<file path="src/rtl/tft_pkg.sv">
// Shared constants for the TFT pattern sequencer: panel geometry, RGB888
// colours, sequencer state encoding and colour lookups for the banded patterns.
package tft_pkg;

    localparam int H_ACTIVE = 800;
    localparam int V_ACTIVE = 480;

    localparam logic [23:0] BLACK  = 24'h000000;
    localparam logic [23:0] BLUE   = 24'h0000FF;
    localparam logic [23:0] RED    = 24'hFF0000;
    localparam logic [23:0] PURPLE = 24'hFF00FF;
    localparam logic [23:0] GREEN  = 24'h00FF00;
    localparam logic [23:0] CYAN   = 24'h00FFFF;
    localparam logic [23:0] YELLOW = 24'hFFFF00;
    localparam logic [23:0] WHITE  = 24'hFFFFFF;

    typedef enum logic [1:0] {
        ST_BL_OFF = 2'd0,
        ST_RAMP   = 2'd1,
        ST_RUN    = 2'd2,
        ST_PAUSE  = 2'd3
    } seq_state_t;

    // Colour grid, indexed by {row[1:0], col}: left column dark, right column bright.
    function automatic logic [23:0] grid_colour(input logic [2:0] idx);
        logic [23:0] c;
        case (idx)
            3'd0:    c = BLACK;
            3'd1:    c = BLUE;
            3'd2:    c = RED;
            3'd3:    c = PURPLE;
            3'd4:    c = GREEN;
            3'd5:    c = CYAN;
            3'd6:    c = YELLOW;
            default: c = WHITE;
        endcase
        return c;
    endfunction

    // Classic colour bars, left to right.
    function automatic logic [23:0] bar_colour(input logic [2:0] idx);
        logic [23:0] c;
        case (idx)
            3'd0:    c = WHITE;
            3'd1:    c = YELLOW;
            3'd2:    c = CYAN;
            3'd3:    c = GREEN;
            3'd4:    c = PURPLE;
            3'd5:    c = RED;
            3'd6:    c = BLUE;
            default: c = BLACK;
        endcase
        return c;
    endfunction

endpackage

</file>
<file path="src/rtl/tft_pattern_rom.sv">
// Combinational test-pattern generator: maps (pattern, column, row) to RGB888.
module tft_pattern_rom
    import tft_pkg::*;
(
    input  logic [2:0]  pattern_id,
    input  logic [10:0] hcount,
    input  logic [10:0] vcount,
    output logic [23:0] pixel
);

    logic [1:0] row;
    logic       col;
    logic [2:0] bar;
    logic [7:0] level;
    logic       border;

    // Decode position into grid cell, bar index, ramp level and border hit.
    // Compare chains keep the fixed 120-row / 100-column splits divider-free.
    always_comb begin
        if (vcount < 11'd120)      row = 2'd0;
        else if (vcount < 11'd240) row = 2'd1;
        else if (vcount < 11'd360) row = 2'd2;
        else                       row = 2'd3;

        col = (hcount >= 11'd400);

        if (hcount < 11'd100)      bar = 3'd0;
        else if (hcount < 11'd200) bar = 3'd1;
        else if (hcount < 11'd300) bar = 3'd2;
        else if (hcount < 11'd400) bar = 3'd3;
        else if (hcount < 11'd500) bar = 3'd4;
        else if (hcount < 11'd600) bar = 3'd5;
        else if (hcount < 11'd700) bar = 3'd6;
        else                       bar = 3'd7;

        // hcount[9:2] would wrap past 1023, so clamp the ramp at full scale.
        level = (hcount >= 11'd1020) ? 8'hFF : hcount[9:2];

        border = (hcount == 11'd0) || (hcount == 11'(H_ACTIVE - 1)) ||
                 (vcount == 11'd0) || (vcount == 11'(V_ACTIVE - 1));
    end

    // Select the colour for the requested pattern.
    always_comb begin
        case (pattern_id)
            3'd0:    pixel = grid_colour({row, col});
            3'd1:    pixel = bar_colour(bar);
            3'd2:    pixel = {level, level, level};
            3'd3:    pixel = (hcount[5] ^ vcount[5]) ? WHITE : BLACK;
            3'd4:    pixel = RED;
            3'd5:    pixel = GREEN;
            3'd6:    pixel = BLUE;
            default: pixel = border ? WHITE : BLACK;
        endcase
    end

endmodule

</file>
<file path="src/rtl/tft_pattern_sequencer.sv">
// Panel bring-up sequencer: warm-up with backlight off, backlight PWM ramp,
// then an auto-advancing test-pattern slideshow with pause / next keys.
// All pattern and duty changes happen on frame_tick (start of vertical sync).
module tft_pattern_sequencer
    import tft_pkg::*;
#(
    parameter int WARMUP_FRAMES = 30,
    parameter int BL_STEP       = 8,
    parameter int DWELL_FRAMES  = 120
) (
    input  logic        Clk,
    input  logic        Reset,
    input  logic        vs_in,
    input  logic        Data_Req,
    input  logic [10:0] hcount,
    input  logic [10:0] vcount,
    input  logic        key_next,
    input  logic        key_pause,
    output logic [23:0] disp_data,
    output logic        TFT_BL,
    output logic [2:0]  pattern_id,
    output logic [1:0]  seq_state
);

    localparam int FW = $clog2(WARMUP_FRAMES + 1);
    localparam int DW = $clog2(DWELL_FRAMES + 1);

    seq_state_t    state, state_nxt;
    logic [FW-1:0] frame_cnt, frame_nxt;
    logic [DW-1:0] dwell, dwell_nxt;
    logic [7:0]    duty, duty_nxt;
    logic [2:0]    pat_nxt;
    logic          next_pend, pend_nxt;
    logic          running;

    logic          vs_prev;
    logic          frame_tick;
    logic [7:0]    pwm_cnt;
    logic [8:0]    duty_sum;
    logic [7:0]    duty_sat;
    logic [23:0]   pixel;

    assign seq_state = state;

    // Registered falling-edge detect on the active-low vertical sync.
    always_ff @(posedge Clk) begin
        if (Reset) begin
            vs_prev    <= 1'b0;
            frame_tick <= 1'b0;
        end else begin
            vs_prev    <= vs_in;
            frame_tick <= vs_prev & ~vs_in;
        end
    end

    // Saturating ramp step; the carry bit flags an overshoot past 255.
    assign duty_sum = {1'b0, duty} + 9'(BL_STEP);
    assign duty_sat = duty_sum[8] ? 8'hFF : duty_sum[7:0];

    // Next-state logic. Frame work happens on frame_tick; keys act at once.
    always_comb begin
        state_nxt = state;
        frame_nxt = frame_cnt;
        duty_nxt  = duty;
        dwell_nxt = dwell;
        pat_nxt   = pattern_id;
        pend_nxt  = next_pend;
        running   = (state == ST_RUN) || (state == ST_PAUSE);

        if (frame_tick) begin
            pend_nxt = 1'b0;
            unique case (state)
                ST_BL_OFF: begin
                    frame_nxt = frame_cnt + 1'b1;
                    if (frame_cnt == FW'(WARMUP_FRAMES - 1))
                        state_nxt = ST_RAMP;
                end
                ST_RAMP: begin
                    duty_nxt = duty_sat;
                    if (duty_sat == 8'hFF)
                        state_nxt = ST_RUN;
                end
                ST_RUN: begin
                    // Expiry and a pending key on the same tick still advance once.
                    if (next_pend || (dwell == DW'(DWELL_FRAMES - 1))) begin
                        pat_nxt   = pattern_id + 3'd1;
                        dwell_nxt = '0;
                    end else begin
                        dwell_nxt = dwell + 1'b1;
                    end
                end
                ST_PAUSE: begin
                    if (next_pend) begin
                        pat_nxt   = pattern_id + 3'd1;
                        dwell_nxt = '0;
                    end
                end
            endcase
        end

        // A key arriving on the tick cycle is kept for the following frame.
        if (running && key_next)
            pend_nxt = 1'b1;
        if (running && key_pause)
            state_nxt = (state == ST_RUN) ? ST_PAUSE : ST_RUN;
    end

    // Sequencer state and frame-rate counters.
    always_ff @(posedge Clk) begin
        if (Reset) begin
            state      <= ST_BL_OFF;
            frame_cnt  <= '0;
            dwell      <= '0;
            duty       <= 8'd0;
            pattern_id <= 3'd0;
            next_pend  <= 1'b0;
        end else begin
            state      <= state_nxt;
            frame_cnt  <= frame_nxt;
            dwell      <= dwell_nxt;
            duty       <= duty_nxt;
            pattern_id <= pat_nxt;
            next_pend  <= pend_nxt;
        end
    end

    // Free-running 8-bit PWM; duty 255 leaves one off cycle per period.
    always_ff @(posedge Clk) begin
        if (Reset) begin
            pwm_cnt <= 8'd0;
            TFT_BL  <= 1'b0;
        end else begin
            pwm_cnt <= pwm_cnt + 8'd1;
            TFT_BL  <= (pwm_cnt < duty);
        end
    end

    tft_pattern_rom u_rom (
        .pattern_id (pattern_id),
        .hcount     (hcount),
        .vcount     (vcount),
        .pixel      (pixel)
    );

    // One-cycle pixel pipeline; black outside requests and before the slideshow.
    always_ff @(posedge Clk) begin
        if (Reset)
            disp_data <= BLACK;
        else
            disp_data <= (Data_Req && running) ? pixel : BLACK;
    end

endmodule
</file>
<file path="config.mk">
export PLATFORM = sky130hd
export DESIGN_NAME = tft_pattern_sequencer
export DESIGN_NICKNAME = d
export VERILOG_FILES = /design/src/rtl/tft_pkg.sv /design/src/rtl/tft_pattern_rom.sv /design/src/rtl/tft_pattern_sequencer.sv
export SDC_FILE = /design/constraint.sdc
export NUM_CORES = 1
export LEC_CHECK = 0
export ABC_AREA = 1
export CAP_MARGIN = 30
export CORE_ASPECT_RATIO = 0.6
export CORE_UTILIZATION = 46
export DETAILED_ROUTE_END_ITERATION = 16
export GPL_TIMING_DRIVEN = 0
export PLACE_DENSITY = 0.8
export REMOVE_ABC_BUFFERS = 1
export SKIP_CTS_REPAIR_TIMING = 1
export SLEW_MARGIN = 20
export SYNTH_ARGS = -nofsm -noshare
export SYNTH_HDL_FRONTEND = slang
export SYNTH_HIERARCHICAL = 1
export SYNTH_SLANG_ARGS = --single-unit
</file>
<file path="constraint.sdc">
create_clock -name Clk -period 1.85 [get_ports Clk]
set_clock_uncertainty 0.15 [all_clocks]
set_input_delay 0.37 -clock Clk [delete_from_list [all_inputs] [get_ports Clk]]
set_output_delay 0.37 -clock Clk [all_outputs]
set_load 0.005 [all_outputs]
</file>
=== Word level (Yosys, flattened, before mapping) ===
Index checks and enable logic that the tools add are counted.
Widths: inputs -> output; s select.

* Register bits after elaboration: 61

* Reductions and logical operators: 24
* Equality and inequality tests: 30
* Bitwise operators: 4
* Order comparisons: 13
* $add $sub $neg: 5
* Multiplexer cells: 31

{| class="wikitable"
|+ Operator list
! operator !! number
|-
| $pmux 24 s7 || 3
|-
| $mux 24 || 2
|-
| $lt 11x9->1 const B || 4
|-
| $eq 3x3->1 const B || 9
|-
| $mux 3 || 8
|-
| $logic_not 11->1 || 2
|-
| $lt 11x10->1 const B || 2
|-
| $lt 11x7->1 const B || 2
|-
| $lt 11x8->1 const B || 2
|-
| $eq 3x2->1 const B || 6
|-
| $mux 8 || 2
|-
| $mux 7 || 2
|-
| $pmux 7 s2 || 1
|-
| $mux 2 || 6
|-
| $eq 11x10->1 const B || 1
|-
| $eq 11x9->1 const B || 1
|-
| $ge 11x10->1 const B || 1
|-
| $ge 11x9->1 const B || 1
|-
| $add 8x4->9 const B || 1
|-
| $eq 3x1->1 const B || 3
|-
| $logic_not 3->1 || 3
|-
| $add 8x1->8 const B || 1
|-
| $eq 8x8->1 const B || 1
|-
| $lt 8x8->1 || 1
|-
| other kinds (24) || 42
|}

=== Depth between registers and ports, before layout ===
Gate-level depths: netlist of run 1.

* Word-level depth: 11
* Mapped depth: 15
* Depth with buffers taken out: 15

=== By module ===
Netlist of run 1, hierarchy kept.

{| class="wikitable"
|+ Modules (own cells, without submodules)
! module !! instances !! seq. area each (um^2) !! cells an instance !! area each (um^2)
|-
| tft_pattern_sequencer || 1 || 1,221.2 || 325 || 2,532.4
|-
| tft_pattern_rom || 1 || 0.0 || 165 || 869.6
|}

=== Worst setup path after synthesis of run 1 ===
Ideal clock, no wire load.

* Kind: in2reg
* Start point: in vcount[9]
* End point: reg disp_data[10]
* Library setup time: 127 ps
* Data required time: 1,573 ps
* Arrival: 1,406 ps
* Slack: 167 ps
* Path buffers: 0
* Stages on the path: 7
* Cell sequence: or2_1 > nor2_1 > o21ai_1 > a211oi_4 > nand3_1 > inv_1 > nor2_1

* Cells in the longest elaborated chain, start to end: 7
* Elaborated cells on any way between the ends: 20
* Those cells by class: order compare (3); eq/ne (7); mux (6); reduce/logical (4)

{| class="wikitable"
|+ Ends and longest elaborated chain
! what !! line !! source
|-
| start, declared || tft_pattern_sequencer.sv:16 || <nowiki>input logic [10:0] vcount,</nowiki>
|-
| $lt 11x9->1 || tft_pattern_rom.sv:22 || <nowiki>else if (vcount < 11'd360) row = 2'd2;</nowiki>
|-
| $mux 1 || tft_pattern_rom.sv:22 ||
|-
| $mux 2 || tft_pattern_rom.sv:21 || <nowiki>else if (vcount < 11'd240) row = 2'd1;</nowiki>
|-
| $mux 2 || tft_pattern_rom.sv:20 || <nowiki>if (vcount < 11'd120) row = 2'd0;</nowiki>
|-
| $eq 3x3->1, or another cell as far along || tft_pkg.sv:27 || <nowiki>case (idx)</nowiki>
|-
| $pmux 24 s7 || tft_pkg.sv:27 ||
|-
| $pmux 24 s7 (*) || tft_pattern_rom.sv:45 || <nowiki>case (pattern_id)</nowiki>
|-
| named net pixel[10] || tft_pattern_sequencer.sv:41 || <nowiki>logic [23:0] pixel;</nowiki>
|-
| end signal, assigned || tft_pattern_sequencer.sv:150 || <nowiki>disp_data <= (Data_Req && running) ? pixel : BLACK;</nowiki>
|-
| end, declared || tft_pattern_sequencer.sv:19 || <nowiki>output logic [23:0] disp_data,</nowiki>
|}

The timed path passes the listed nets; every way through them passes the cells marked *.
A chain may end at the register's enable or synchronous reset.

=== Worst setup path after layout of run 1 ===
* Start point: in hcount[8]
* End point: reg disp_data[22]

* Cells in the longest elaborated chain, start to end: 11
* Elaborated cells on any way between the ends: 40
* Those cells by class: order compare (9); eq/ne (13); mux (12); reduce/logical (6)

{| class="wikitable"
|+ Ends and longest elaborated chain
! what !! line !! source
|-
| start, declared || tft_pattern_sequencer.sv:15 || <nowiki>input logic [10:0] hcount,</nowiki>
|-
| $lt 11x10->1 || tft_pattern_rom.sv:33 || <nowiki>else if (hcount < 11'd700) bar = 3'd6;</nowiki>
|-
| $mux 1 || tft_pattern_rom.sv:33 ||
|-
| $mux 3 || tft_pattern_rom.sv:32 || <nowiki>else if (hcount < 11'd600) bar = 3'd5;</nowiki>
|-
| $mux 3 || tft_pattern_rom.sv:31 || <nowiki>else if (hcount < 11'd500) bar = 3'd4;</nowiki>
|-
| $mux 3 || tft_pattern_rom.sv:30 || <nowiki>else if (hcount < 11'd400) bar = 3'd3;</nowiki>
|-
| $mux 3 || tft_pattern_rom.sv:29 || <nowiki>else if (hcount < 11'd300) bar = 3'd2;</nowiki>
|-
| $mux 3 || tft_pattern_rom.sv:28 || <nowiki>else if (hcount < 11'd200) bar = 3'd1;</nowiki>
|-
| $mux 3 || tft_pattern_rom.sv:27 || <nowiki>if (hcount < 11'd100) bar = 3'd0;</nowiki>
|-
| $eq 3x3->1, or another cell as far along || tft_pkg.sv:43 || <nowiki>case (idx)</nowiki>
|-
| $pmux 24 s7 || tft_pkg.sv:43 ||
|-
| $pmux 24 s7 (*) || tft_pattern_rom.sv:45 ||
|-
| named net pixel[22] || tft_pattern_sequencer.sv:41 ||
|}

Marked as above.

==> results.py, run 1 <==
metrics = {
    "logic_synthesis": {
        "synth_enable_flop_cells": 0,
        "synth_cells": 490,
        "synth_sequential_area_ratio_pct": 35.9,
        "yosys.cell_types.count": 41,
        "ys_async_sr_fraction_pct": 0,
        "synth_flop_cell": "sky130_fd_sc_hd__dfxtp_1",
        "post_synth.cell_area_avg_um2": 6.94,
        "synthesis.area_um2": 3400,
        "postSynthRegisterBits": 61,
        "synth_warnings": 6,
    },
    "timing": {
        "finalCritPeriodShare_pct": 97.5,
        "final_max_slew_viol_count": 0,
        "setup_tns_ps": 0,
        "report.final.hold_viol_count": 0,
        "max-slew-margin-rel_pct": 65.5,
        "rsz0062_at_grt": "yes",
        "worstMarginPinSlew_ps": 518,
        "post-route-min-period_ps": 1800,
        "timing.fmax_mhz": 554,
        "finalSetupViolCount": 0,
    },
    "grt": {
        "gr-usage-all-layers_pct": 22.7,
        "grt_pass1_wl_um": 13500,
        "grt_pass1_vias": 3016,
        "grt_max_degree": 25,
        "grt_antenna_before_repair": 0,
        "overflow": 0,
    },
    "critical_path": {
        "setup.worst_path.class": "in2reg",
        "worstPathRequired_ps": 1960,
        "critical_path.startpoint_type": "primary input",
        "timing.critical_path.fanout_max": 8,
        "critPathArrivalTime_ps": 1910,
        "critPathCaptureType": "flip-flop",
    },
    "floorplan": {
        "ios": 58,
        "design.die.area_um2": 7760,
        "placementRows": 23,
        "fp.coreArea_um2": 6910,
        "initial_utilization_pct": 49.3,
        "dieWidth_um": 113,
        "floorplan.die.height_um": 68.6,
    },
    "cts": {
        "tritoncts_num_sinks": 61,
        "clock_latency_ps": 330,
        "clock_tree.buffer_depth": 2,
        "clock_slew_at_reported_path_ffs_ps": 50,
        "cts.root.buffer_cell": "sky130_fd_sc_hd__clkbuf_16",
        "cts_tree": "built",
        "h_tree_depth": 3,
        "tritoncts.num_buffers": 9,
    },
    "placed_design": {
        "place_area_um2": 4010,
        "gp_congestion": 0.959,
        "dp_hpwl_um": 6120,
        "io_buffers": 57,
    },
    "finish": {
        "final.fill_count": 533,
        "num_antenna_cells": 0,
        "synthToLayoutAreaGrowth_pct": 39.4,
        "fin_nets": 600,
        "final_core_utilization_pct": 68.7,
        "multiInputGateArea_um2": 2050,
        "register_cell_area_after_layout_um2": 1240,
        "post_route_cell_area_um2": 4740,
        "layout-drive-gt1-share_pct": 19.0,
    },
    "routing": {
        "count_of_routing_violations_after_the_opening_detailed_route_iteration": 177,
        "post_route_wl_um": 9100,
        "drt-wirelength-per-cell_um": 14.0,
        "drtAntennaViolNets": 0,
        "drcViolationCount": 0,
        "vias": 3398,
        "dr.pass1.iters": 5,
        "avgViaCountPerCell": 5.22,
    },
    "worst_hold_path": {
        "worstHoldPathType": "reg2reg",
    },
    "pwr": {
        "leakagePower_nw": 2.29,
        "vdd_ir_drop_max_mv": 0.429,
        "post-layout-total-power_w": 0.00327,
        "cellPowerDensity_nw_per_um2": 689,
    },
    "run": {
        "drv_cap": 0,
    },
    "run_status": {
        "status": "finished, final reports clean",
    },
}
-- cell usage in the layout, fill, tap and decap left out, types with 7 or more instances in the layout --
master	count
sky130_fd_sc_hd__a21oi_1	23
sky130_fd_sc_hd__clkbuf_16	9
sky130_fd_sc_hd__clkdlybuf4s50_1	36
sky130_fd_sc_hd__dfxtp_1	53
sky130_fd_sc_hd__dlymetal6s2s_1	19
sky130_fd_sc_hd__ha_1	12
sky130_fd_sc_hd__inv_1	77
sky130_fd_sc_hd__inv_2	13
sky130_fd_sc_hd__nand2_1	69
sky130_fd_sc_hd__nand3_1	26
sky130_fd_sc_hd__nand3_2	16
sky130_fd_sc_hd__nand4_1	9
sky130_fd_sc_hd__nor2_1	78
sky130_fd_sc_hd__nor3_1	7
sky130_fd_sc_hd__o21ai_0	11
sky130_fd_sc_hd__o21ai_1	10
-- final cells by class --
type	count	area share, %
Multi-Input combinational cell	330	43.2
Sequential cell	61	26.1
Timing Repair Buffer	65	14.9
Inverter	92	7.36
Clock buffer	11	5.12
Tap cell	87	2.29
Clock inverter	5	1.06
-- through the flow --
| step | setup WS (ps) | std cells | hold slack, ps |
|---|---|---|---|
| 2_1_floorplan | 151 | 480 | 254 |
| 3_3_place_gp | -1220 | 624 | 260 |
| 3_5_place_dp | -1310 | 624 | 276 |
| 4_1_cts | -965 | 640 | 282 |
| 5_1_grt | -59.0 | 651 | 316 |
| 6_report | 46.0 | 651 | 283 |
-- critical path, cell delays in order --
cell and delay (ps):
sky130_fd_sc_hd__dlymetal6s2s_1 280, sky130_fd_sc_hd__nand2_1 110, sky130_fd_sc_hd__inv_2 80, sky130_fd_sc_hd__o21ai_1 70, sky130_fd_sc_hd__nand2_1 180, sky130_fd_sc_hd__nand3_1 90
sky130_fd_sc_hd__a21oi_1 280, sky130_fd_sc_hd__nor2_4 60, sky130_fd_sc_hd__buf_12 150, sky130_fd_sc_hd__nand3_1 80, sky130_fd_sc_hd__inv_1 50, sky130_fd_sc_hd__nor2_1 90
-- sequential cells by signal, summed over array words and instances, names as in the netlist --
name	cells
vs_prev	1
disp_data	24
dwell	7
next_pend	1
frame_cnt	5
pwm_cnt	8
TFT_BL	1
pattern_id	3
seq_state	2
frame_tick	1
duty	8
-- metal layers --
metal | vias to the layer above | track usage [%] | part of all wire [%]
li1 | 1715 | - | -
met1 | 1538 | 29.4 | 47
met2 | 119 | 34.9 | 44
met3 | 26 | 8.48 | 6.8
met4 | 0 | 8.39 | 1.7
met5 | - | 0 | 0
-- synthesized netlist by cell type (3+ instances only) --
| cell | count | area [µm²] |
|---|---|---|
| sky130_fd_sc_hd__dfxtp_1 | 61 | 1220 |
| sky130_fd_sc_hd__inv_2 | 8 | 30.0 |
| sky130_fd_sc_hd__o21ai_1 | 5 | 25.0 |
| sky130_fd_sc_hd__nand2_4 | 3 | 33.8 |
| sky130_fd_sc_hd__nor4_1 | 4 | 25.0 |
| sky130_fd_sc_hd__buf_6 | 4 | 45.0 |
| sky130_fd_sc_hd__a21oi_1 | 23 | 115 |
| sky130_fd_sc_hd__inv_1 | 83 | 312 |
| sky130_fd_sc_hd__a22oi_1 | 4 | 30.0 |
| sky130_fd_sc_hd__o21ai_0 | 17 | 85.1 |
| sky130_fd_sc_hd__nand2_2 | 4 | 25.0 |
| sky130_fd_sc_hd__nor3_1 | 12 | 60.1 |
| sky130_fd_sc_hd__nand3_2 | 6 | 60.1 |
| sky130_fd_sc_hd__nand3_1 | 41 | 205 |
| sky130_fd_sc_hd__nor2_4 | 4 | 45.0 |
| sky130_fd_sc_hd__nand4_1 | 9 | 56.3 |
| sky130_fd_sc_hd__nand2_1 | 69 | 259 |
| sky130_fd_sc_hd__nor2_2 | 3 | 18.8 |
| sky130_fd_sc_hd__o31ai_1 | 4 | 30.0 |
| sky130_fd_sc_hd__a31oi_1 | 4 | 25.0 |
| sky130_fd_sc_hd__nor2_1 | 81 | 304 |
| sky130_fd_sc_hd__clkbuf_1 | 4 | 15.0 |
| sky130_fd_sc_hd__xor2_1 | 5 | 43.8 |
| sky130_fd_sc_hd__ha_1 | 13 | 163 |
| sky130_fd_sc_hd__nor3_2 | 3 | 30.0 |
-- final timing paths --
check,start,to,slack (ps),cells after the start
worst max-delay path,hcount[8],disp_data[22]$_SDFF_PP0_,50,12
worst min register to register,vs_prev$_SDFF_PP0_,frame_tick$_SDFF_PP0_,280,2
worst min-delay path,vs_prev$_SDFF_PP0_,frame_tick$_SDFF_PP0_,280,2
worst max register to register,pattern_id[0]$_SDFFE_PP0P_,disp_data[22]$_SDFF_PP0_,50,9
-- cells by family (layout without fill, tap and decap cells) --
| logic type | count (synthesis) | in the layout | share of synthesized area (%) |
|---|---|---|---|
| and+or+nand+nor | 241 | 244 | 33.4 |
| DFF | 61 | 61 | 35.9 |
| AOI/OAI and AO/OA | 67 | 67 | 12.2 |
| buffers and inverters | 102 | 173 | 12.2 |
| xor gates and xnor gates | 6 | 6 | 1.54 |
| adders and majority gates | 13 | 13 | 4.78 |
-- where the power goes --
group          total (W)  internal, W  switching (W)  leakage [nW]
sequential       0.00133      0.00132     0.00000902         0.497
clock            0.00163      0.00107       0.000565         0.149
combinational   0.000303     0.000133       0.000170          1.64
total            0.00327      0.00252       0.000744          2.29
Note: power is estimated with default switching activity, not from simulation.
==> inputs of run 2 (changes only) <==
CORE_UTILIZATION = 53   (was 46)
CTS_CLUSTER_DIAMETER = 40   (was default)
PLACE_DENSITY = 0.89   (was 0.8)
==> run 2 against run 1 <==
  * The run now ends with negative setup slack left
  * Cell count decreased by 0.77%
  * Flip-flop and latch count unchanged
  * Worst hold slack got worse by 2.6 ps
  * Clock power decreased by 11%
  * Fmax decreased by 4.6%
  * Global-route usage increased by 2.3 points
  * Core utilization increased by 5.0 points
  * Total power decreased by 6.7%
  * Critical path type is now reg2reg
  * Largest power group unchanged
==> results.py, run 2 (same netlist as run 1, synthesis figures left out) <==
metrics = {
    "finish": {
        "final.fill_count": 465,
        "register_cell_area_after_layout_um2": 1240,
        "largest_register": "disp_data",
        "fin_nets": 598,
        "stdcell_count": 646,
        "num_antenna_cells": 0,
        "multiInputGateArea_um2": 1950,
        "layout-drive-gt1-share_pct": 17.6,
        "most-common-layout-cells": "sky130_fd_sc_hd__inv_1 (78), sky130_fd_sc_hd__nor2_1 (76), sky130_fd_sc_hd__nand2_1 (66), sky130_fd_sc_hd__dfxtp_1 (54), sky130_fd_sc_hd__clkdlybuf4s50_1 (37)",
        "largest_register_ff_count": 24,
        "synthToLayoutAreaGrowth_pct": 33.5,
        "final_common_cell": "sky130_fd_sc_hd__inv_1",
        "biggestRegsByFlops": "disp_data: 24 flops, duty: 8 flops, pwm_cnt: 8 flops",
        "final_core_utilization_pct": 73.6,
    },
    "floorplan": {
        "initial_utilization_pct": 55.2,
        "ios": 58,
        "design.die.area_um2": 6750,
        "fp.coreArea_um2": 6170,
        "placementRows": 22,
        "floorplan.die.height_um": 64.1,
        "dieWidth_um": 105,
    },
    "critical_path": {
        "path_common_cell": "sky130_fd_sc_hd__inv_1",
        "worstPathRequired_ps": 1970,
        "timing.critical_path.fanout_max": 8,
        "critPathArrivalTime_ps": 2010,
        "critical_path.max_stage_delay_ps": 430,
        "critical_path.startpoint_type": "flip-flop",
        "cp_slowest_cell": "sky130_fd_sc_hd__dfxtp_4",
        "worst_flop_to_flop_path_endpoint": "disp_data[15]$_SDFF_PP0_",
        "setup.worst_path.class": "reg2reg",
        "worst-r2r-cell-count": 9,
        "worst_r2r_startpoint": "pattern_id[0]$_SDFFE_PP0P_",
        "worstPathCellList": "inv_1 -> nor3_2 -> inv_1 -> nor2_2 -> a211oi_4 -> buf_4 -> nand3_1 -> inv_1 -> nor2_1",
        "critPathCaptureType": "flip-flop",
        "timing.critical_path.from": "pattern_id[0]$_SDFFE_PP0P_",
        "setup.reg_to_reg.worst_slack_ps": -40,
    },
    "worst_hold_path": {
        "worstHoldPathType": "reg2reg",
        "hold_path_depth": 2,
        "hold_path.startpoint": "vs_prev$_SDFF_PP0_",
        "hold_end": "frame_tick$_SDFF_PP0_",
    },
    "cts": {
        "clock_tree.buffer_depth": 2,
        "clock_latency_ps": 350,
        "cts_tree": "built",
        "clock_slew_at_reported_path_ffs_ps": 70,
        "tritoncts_num_sinks": 61,
        "h_tree_depth": 3,
        "cts.root.buffer_cell": "sky130_fd_sc_hd__clkbuf_8",
        "tritoncts.num_buffers": 9,
    },
    "grt": {
        "global_route.peak_usage_layer": "met2",
        "grt_antenna_before_repair": 0,
        "grt_pass1_wl_um": 13400,
        "grt_pass1_vias": 2988,
        "gr-usage-all-layers_pct": 25.0,
        "grt_max_degree": 25,
        "grt_use_met1_pct": 33.7,
        "overflow": 0,
        "grtUsageMet3_pct": 6.53,
        "groute.layer.met2.usage_pct": 39.1,
    },
    "timing": {
        "timing.final.ws_setup_ps": -40.0,
        "rsz0062_at_grt": "yes",
        "report.final.hold_viol_count": 0,
        "final_max_slew_viol_count": 0,
        "post-route-min-period_ps": 1890,
        "setup_tns_ps": -179,
        "max-slew-margin-rel_pct": 66.0,
        "finalCritPeriodShare_pct": 102,
        "worstMarginPinSlew_ps": 510,
        "finalSetupViolCount": 9,
        "timing.fmax_mhz": 529,
    },
    "routing": {
        "count_of_routing_violations_after_the_opening_detailed_route_iteration": 359,
        "avgViaCountPerCell": 5.54,
        "drt-wirelength-per-cell_um": 15.2,
        "drtAntennaViolNets": 0,
        "post_route_wl_um": 9820,
        "vias": 3582,
        "dr.pass1.iters": 6,
        "drcViolationCount": 0,
    },
    "pwr": {
        "leakagePower_nw": 2.22,
        "vdd_ir_drop_max_mv": 0.485,
        "cellPowerDensity_nw_per_um2": 671,
    },
    "placed_design": {
        "gp_congestion": 0.962,
        "numPlacedInstances": 621,
        "dp_hpwl_um": 6060,
        "io_buffers": 57,
    },
    "run_status": {
        "status": "finished with violations",
        "violations": "negative setup slack",
    },
    "run": {
        "drv_cap": 0,
    },
}
-- run 2: changes by cell type in the layout (fill, tap and decap cells not counted), moves of 3 or more --
cell                             before  now
sky130_fd_sc_hd__nand3_1             26   36
sky130_fd_sc_hd__clkbuf_16            9    0
sky130_fd_sc_hd__clkbuf_8             1    9
sky130_fd_sc_hd__nand3_2             16   10
sky130_fd_sc_hd__dfxtp_2              5    1
sky130_fd_sc_hd__nand3_4              5    1
sky130_fd_sc_hd__clkinv_2             4    1
sky130_fd_sc_hd__dfxtp_4              3    6
sky130_fd_sc_hd__dlymetal6s2s_1      19   16
sky130_fd_sc_hd__nand2_1             69   66
sky130_fd_sc_hd__nand2_2              4    7
-- run 2: routing by layer --
metal  up-vias  wire length [µm]
met4         0               230
li1       1713                 -
met3        35               883
met2       190              4600
met5         -                 0
met1      1644              4110
-- run 2: per-stage QoR --
stage | power, W | cell area, µm² | setup WS [ps] | hold slack, ps
after detailed placement | 0.00162 | 4010 | -1310 | 266
after floorplan | 0.00149 | 3330 | 151 | 254
after CTS | 0.00303 | 4250 | -967 | 275
after global routing | 0.00315 | 4540 | -98.0 | 302
after global placement | 0.00161 | 4010 | -1180 | 259
final | 0.00305 | 4540 | -40.0 | 280
-- run 2: area by class of cell --
| cell class | count | share of cell area (%) |
|---|---|---|
| Clock buffer | 10 | 2.81 |
| Clock inverter | 6 | 2.45 |
| Inverter | 92 | 7.77 |
| Multi-Input combinational cell | 330 | 43.0 |
| Sequential cell | 61 | 27.4 |
| Tap cell | 84 | 2.31 |
| Timing Repair Buffer | 63 | 14.3 |
-- run 2: how the worst max path moves through the flow --
stage	cells past startpoint	slack [ps]	endpoint
after floorplan	7	150	disp_data[10]$_SDFF_PP0_
after global placement	4	-1180	disp_data[12]$_SDFF_PP0_
after detailed placement	4	-1310	disp_data[17]$_SDFF_PP0_
after CTS	4	-970	disp_data[17]$_SDFF_PP0_
after global routing	9	-100	disp_data[14]$_SDFF_PP0_
final	9	-40	disp_data[15]$_SDFF_PP0_
-- run 2: worst max-delay path: cells and delay by family (launching register included) --
kind / cells / cell delay (ps)
and+or+nand+nor: 4 / 670
buffers and inverters: 4 / 510
AOI/OAI and AO/OA: 1 / 50
DFF: 1 / 430
-- run 2: report_power, final --
group | leakage [nW] | internal (W) | total [W] | switching, W
Sequential | 0.498 | 0.00131 | 0.00132 | 0.00000888
Combinational | 1.61 | 0.000114 | 0.000278 | 0.000163
Clock | 0.116 | 0.000895 | 0.00145 | 0.000552
Total | 2.22 | 0.00232 | 0.00305 | 0.000724
==> inputs of run 3 (changes only) <==
CORE_UTILIZATION = 32   (was 53)
PLACE_DENSITY = 0.62   (was 0.89)
==> run 3 against run 2 <==
  * The run now ends clean
  * Routed wire length fell by 10%
  * Total power grew 4.4%
  * Count of clock-buffer cells in the layout stayed put
  * Register-to-register slack better by 160 ps
  * Flip-flop and latch count stayed put
  * Die area is 64% higher
  * Fmax rose by 4.2%
  * Sequential share of layout area is 1.6 points lower
  * Critical endpoint is now pattern_id[0]
==> results.py, run 3 (same netlist as run 1, synthesis figures left out) <==
metrics = {
    "placed_design": {
        "io_buffers": 57,
        "place_area_um2": 4070,
        "gp_congestion": 0.918,
        "dp_hpwl_um": 6110,
        "numPlacedInstances": 672,
    },
    "grt": {
        "overflow": 0,
        "grt_antenna_before_repair": 0,
        "grt_pass1_vias": 2863,
        "grt_pass1_wl_um": 13500,
        "grt_max_degree": 25,
        "gr-usage-all-layers_pct": 15.9,
    },
    "timing": {
        "max-slew-margin-rel_pct": 64.8,
        "final_max_slew_viol_count": 0,
        "report.final.hold_viol_count": 0,
        "finalSetupViolCount": 0,
        "worstMarginPinSlew_ps": 528,
        "finalCritPeriodShare_pct": 98.1,
        "setup_tns_ps": 0,
        "fin_hold_ws_ps": 268,
        "post-route-min-period_ps": 1810,
        "timing.fmax_mhz": 551,
    },
    "finish": {
        "final_core_utilization_pct": 47.6,
        "post_route_cell_area_um2": 4810,
        "synthToLayoutAreaGrowth_pct": 41.3,
        "stdcell_count": 703,
        "register_cell_area_after_layout_um2": 1240,
        "num_antenna_cells": 0,
        "multiInputGateArea_um2": 2020,
        "largest_register": "disp_data",
        "biggestRegsByFlops": "disp_data: 24 flops, duty: 8 flops, pwm_cnt: 8 flops",
        "largest_register_ff_count": 24,
        "most-common-layout-cells": "sky130_fd_sc_hd__inv_1 (77), sky130_fd_sc_hd__nor2_1 (77), sky130_fd_sc_hd__nand2_1 (68), sky130_fd_sc_hd__dfxtp_1 (53), sky130_fd_sc_hd__clkdlybuf4s50_1 (36)",
        "final.fill_count": 975,
        "fin_nets": 604,
        "layout-drive-gt1-share_pct": 20.1,
    },
    "run": {
        "drv_cap": 0,
    },
    "floorplan": {
        "initial_utilization_pct": 33.7,
        "ios": 58,
        "design.die.area_um2": 11100,
        "fp.coreArea_um2": 10100,
        "floorplan.die.height_um": 81.9,
        "dieWidth_um": 135,
        "placementRows": 28,
    },
    "cts": {
        "clock_slew_at_reported_path_ffs_ps": 50,
        "clock_latency_ps": 330,
        "cts.root.buffer_cell": "sky130_fd_sc_hd__clkbuf_16",
        "tritoncts_num_sinks": 61,
        "tritoncts.num_buffers": 9,
        "cts_tree": "built",
        "clock_tree.buffer_depth": 2,
        "h_tree_depth": 3,
    },
    "pwr": {
        "cellInternalPower_w": 0.00239,
        "power_frac_seq_pct": 41.7,
        "cellPowerDensity_nw_per_um2": 662,
        "clkPwrFrac_pct": 48.7,
        "swShare_pct": 24.7,
        "power.combinational.fraction_pct": 9.6,
        "vdd_ir_drop_max_mv": 0.437,
        "net-switching-power_w": 0.000787,
        "leakagePower_nw": 2.30,
    },
    "critical_path": {
        "crit_cells": 1,
        "critical_path.max_stage_delay_ps": 540,
        "critPathCaptureType": "output port",
        "worst-r2r-cell-count": 6,
        "worstPathCellList": "clkdlybuf4s50_1",
        "setup.worst_path.class": "reg2out",
        "critical_path.startpoint_type": "flip-flop",
        "worstPathRequired_ps": 1330,
        "crit_family": "buffers and inverters",
        "cp_num_buf_inv": 1,
        "timing.critical_path.fanout_max": 8,
        "critPathArrivalTime_ps": 1290,
        "cp_slowest_cell": "sky130_fd_sc_hd__clkdlybuf4s50_1",
    },
    "routing": {
        "avgViaCountPerCell": 4.74,
        "count_of_routing_violations_after_the_opening_detailed_route_iteration": 168,
        "vias": 3334,
        "drt-wirelength-per-cell_um": 12.5,
        "post_route_wl_um": 8820,
        "dr.pass1.iters": 4,
        "drtAntennaViolNets": 0,
        "drcViolationCount": 0,
    },
    "worst_hold_path": {
        "hold_path_depth": 2,
        "worstHoldPathType": "reg2reg",
    },
    "run_status": {
        "status": "finished, final reports clean",
    },
}
-- run 3: cell types whose count changed in the layout (fill, tap and decap cells not counted), moves of 3 or more --
cell / change
sky130_fd_sc_hd__nand3_1: -11
sky130_fd_sc_hd__nand3_2: +11
sky130_fd_sc_hd__clkbuf_16: +9
sky130_fd_sc_hd__clkbuf_8: -8
sky130_fd_sc_hd__dlymetal6s2s_1: +4
sky130_fd_sc_hd__bufinv_16: -3
sky130_fd_sc_hd__clkbuf_2: -3
sky130_fd_sc_hd__dfxtp_2: +3
-- run 3: path summary, 6_finish.rpt --
kind	from	end	slack, ps
hold reg to reg	vs_prev$_SDFF_PP0_	frame_tick$_SDFF_PP0_	270
setup reg to reg	pattern_id[1]$_SDFFE_PP0P_	disp_data[7]$_SDFF_PP0_	120
hold / removal	vs_prev$_SDFF_PP0_	frame_tick$_SDFF_PP0_	270
setup / recovery	pattern_id[0]$_SDFFE_PP0P_	pattern_id[0]	40
-- run 3: power by group through the flow --
| stage | sequential, W | clock [W] | combinational (W) |
|---|---|---|---|
| 2_1_floorplan | 0.00136 | 0 | 0.000135 |
| 3_3_place_gp | 0.00136 | 0 | 0.000252 |
| 3_5_place_dp | 0.00136 | 0 | 0.000256 |
| 4_1_cts | 0.00133 | 0.00159 | 0.000256 |
| 5_1_grt | 0.00133 | 0.00165 | 0.000339 |
| 6_report | 0.00133 | 0.00155 | 0.000305 |
-- run 3: cell type report --
cell class	count	share of cell area, %
Inverter	92	7.26
Sequential cell	61	25.8
Timing Repair Buffer	69	15.6
Tap cell	135	3.51
Multi-Input combinational cell	330	42.0
Clock inverter	6	0.807
Clock buffer	10	4.97
-- run 3: stage by stage --
| stage | setup WS (ps) | power (W) |
|---|---|---|
| detailed placement | -1380 | 0.00162 |
| global route | -27.3 | 0.00331 |
| CTS | -1030 | 0.00318 |
| floorplan | 151 | 0.00149 |
| finish | 35.6 | 0.00318 |
| global placement | -1350 | 0.00161 |
-- run 3: routing by layer --
metal / up-vias / routed length, µm / global-route usage, %
met1: 1513 / 4440 / 22.5
met3: 11 / 753 / 5.49
met5: - / 0 / 0
met4: 0 / 94 / 5.28
li1: 1730 / - / -
met2: 80 / 3530 / 22.0
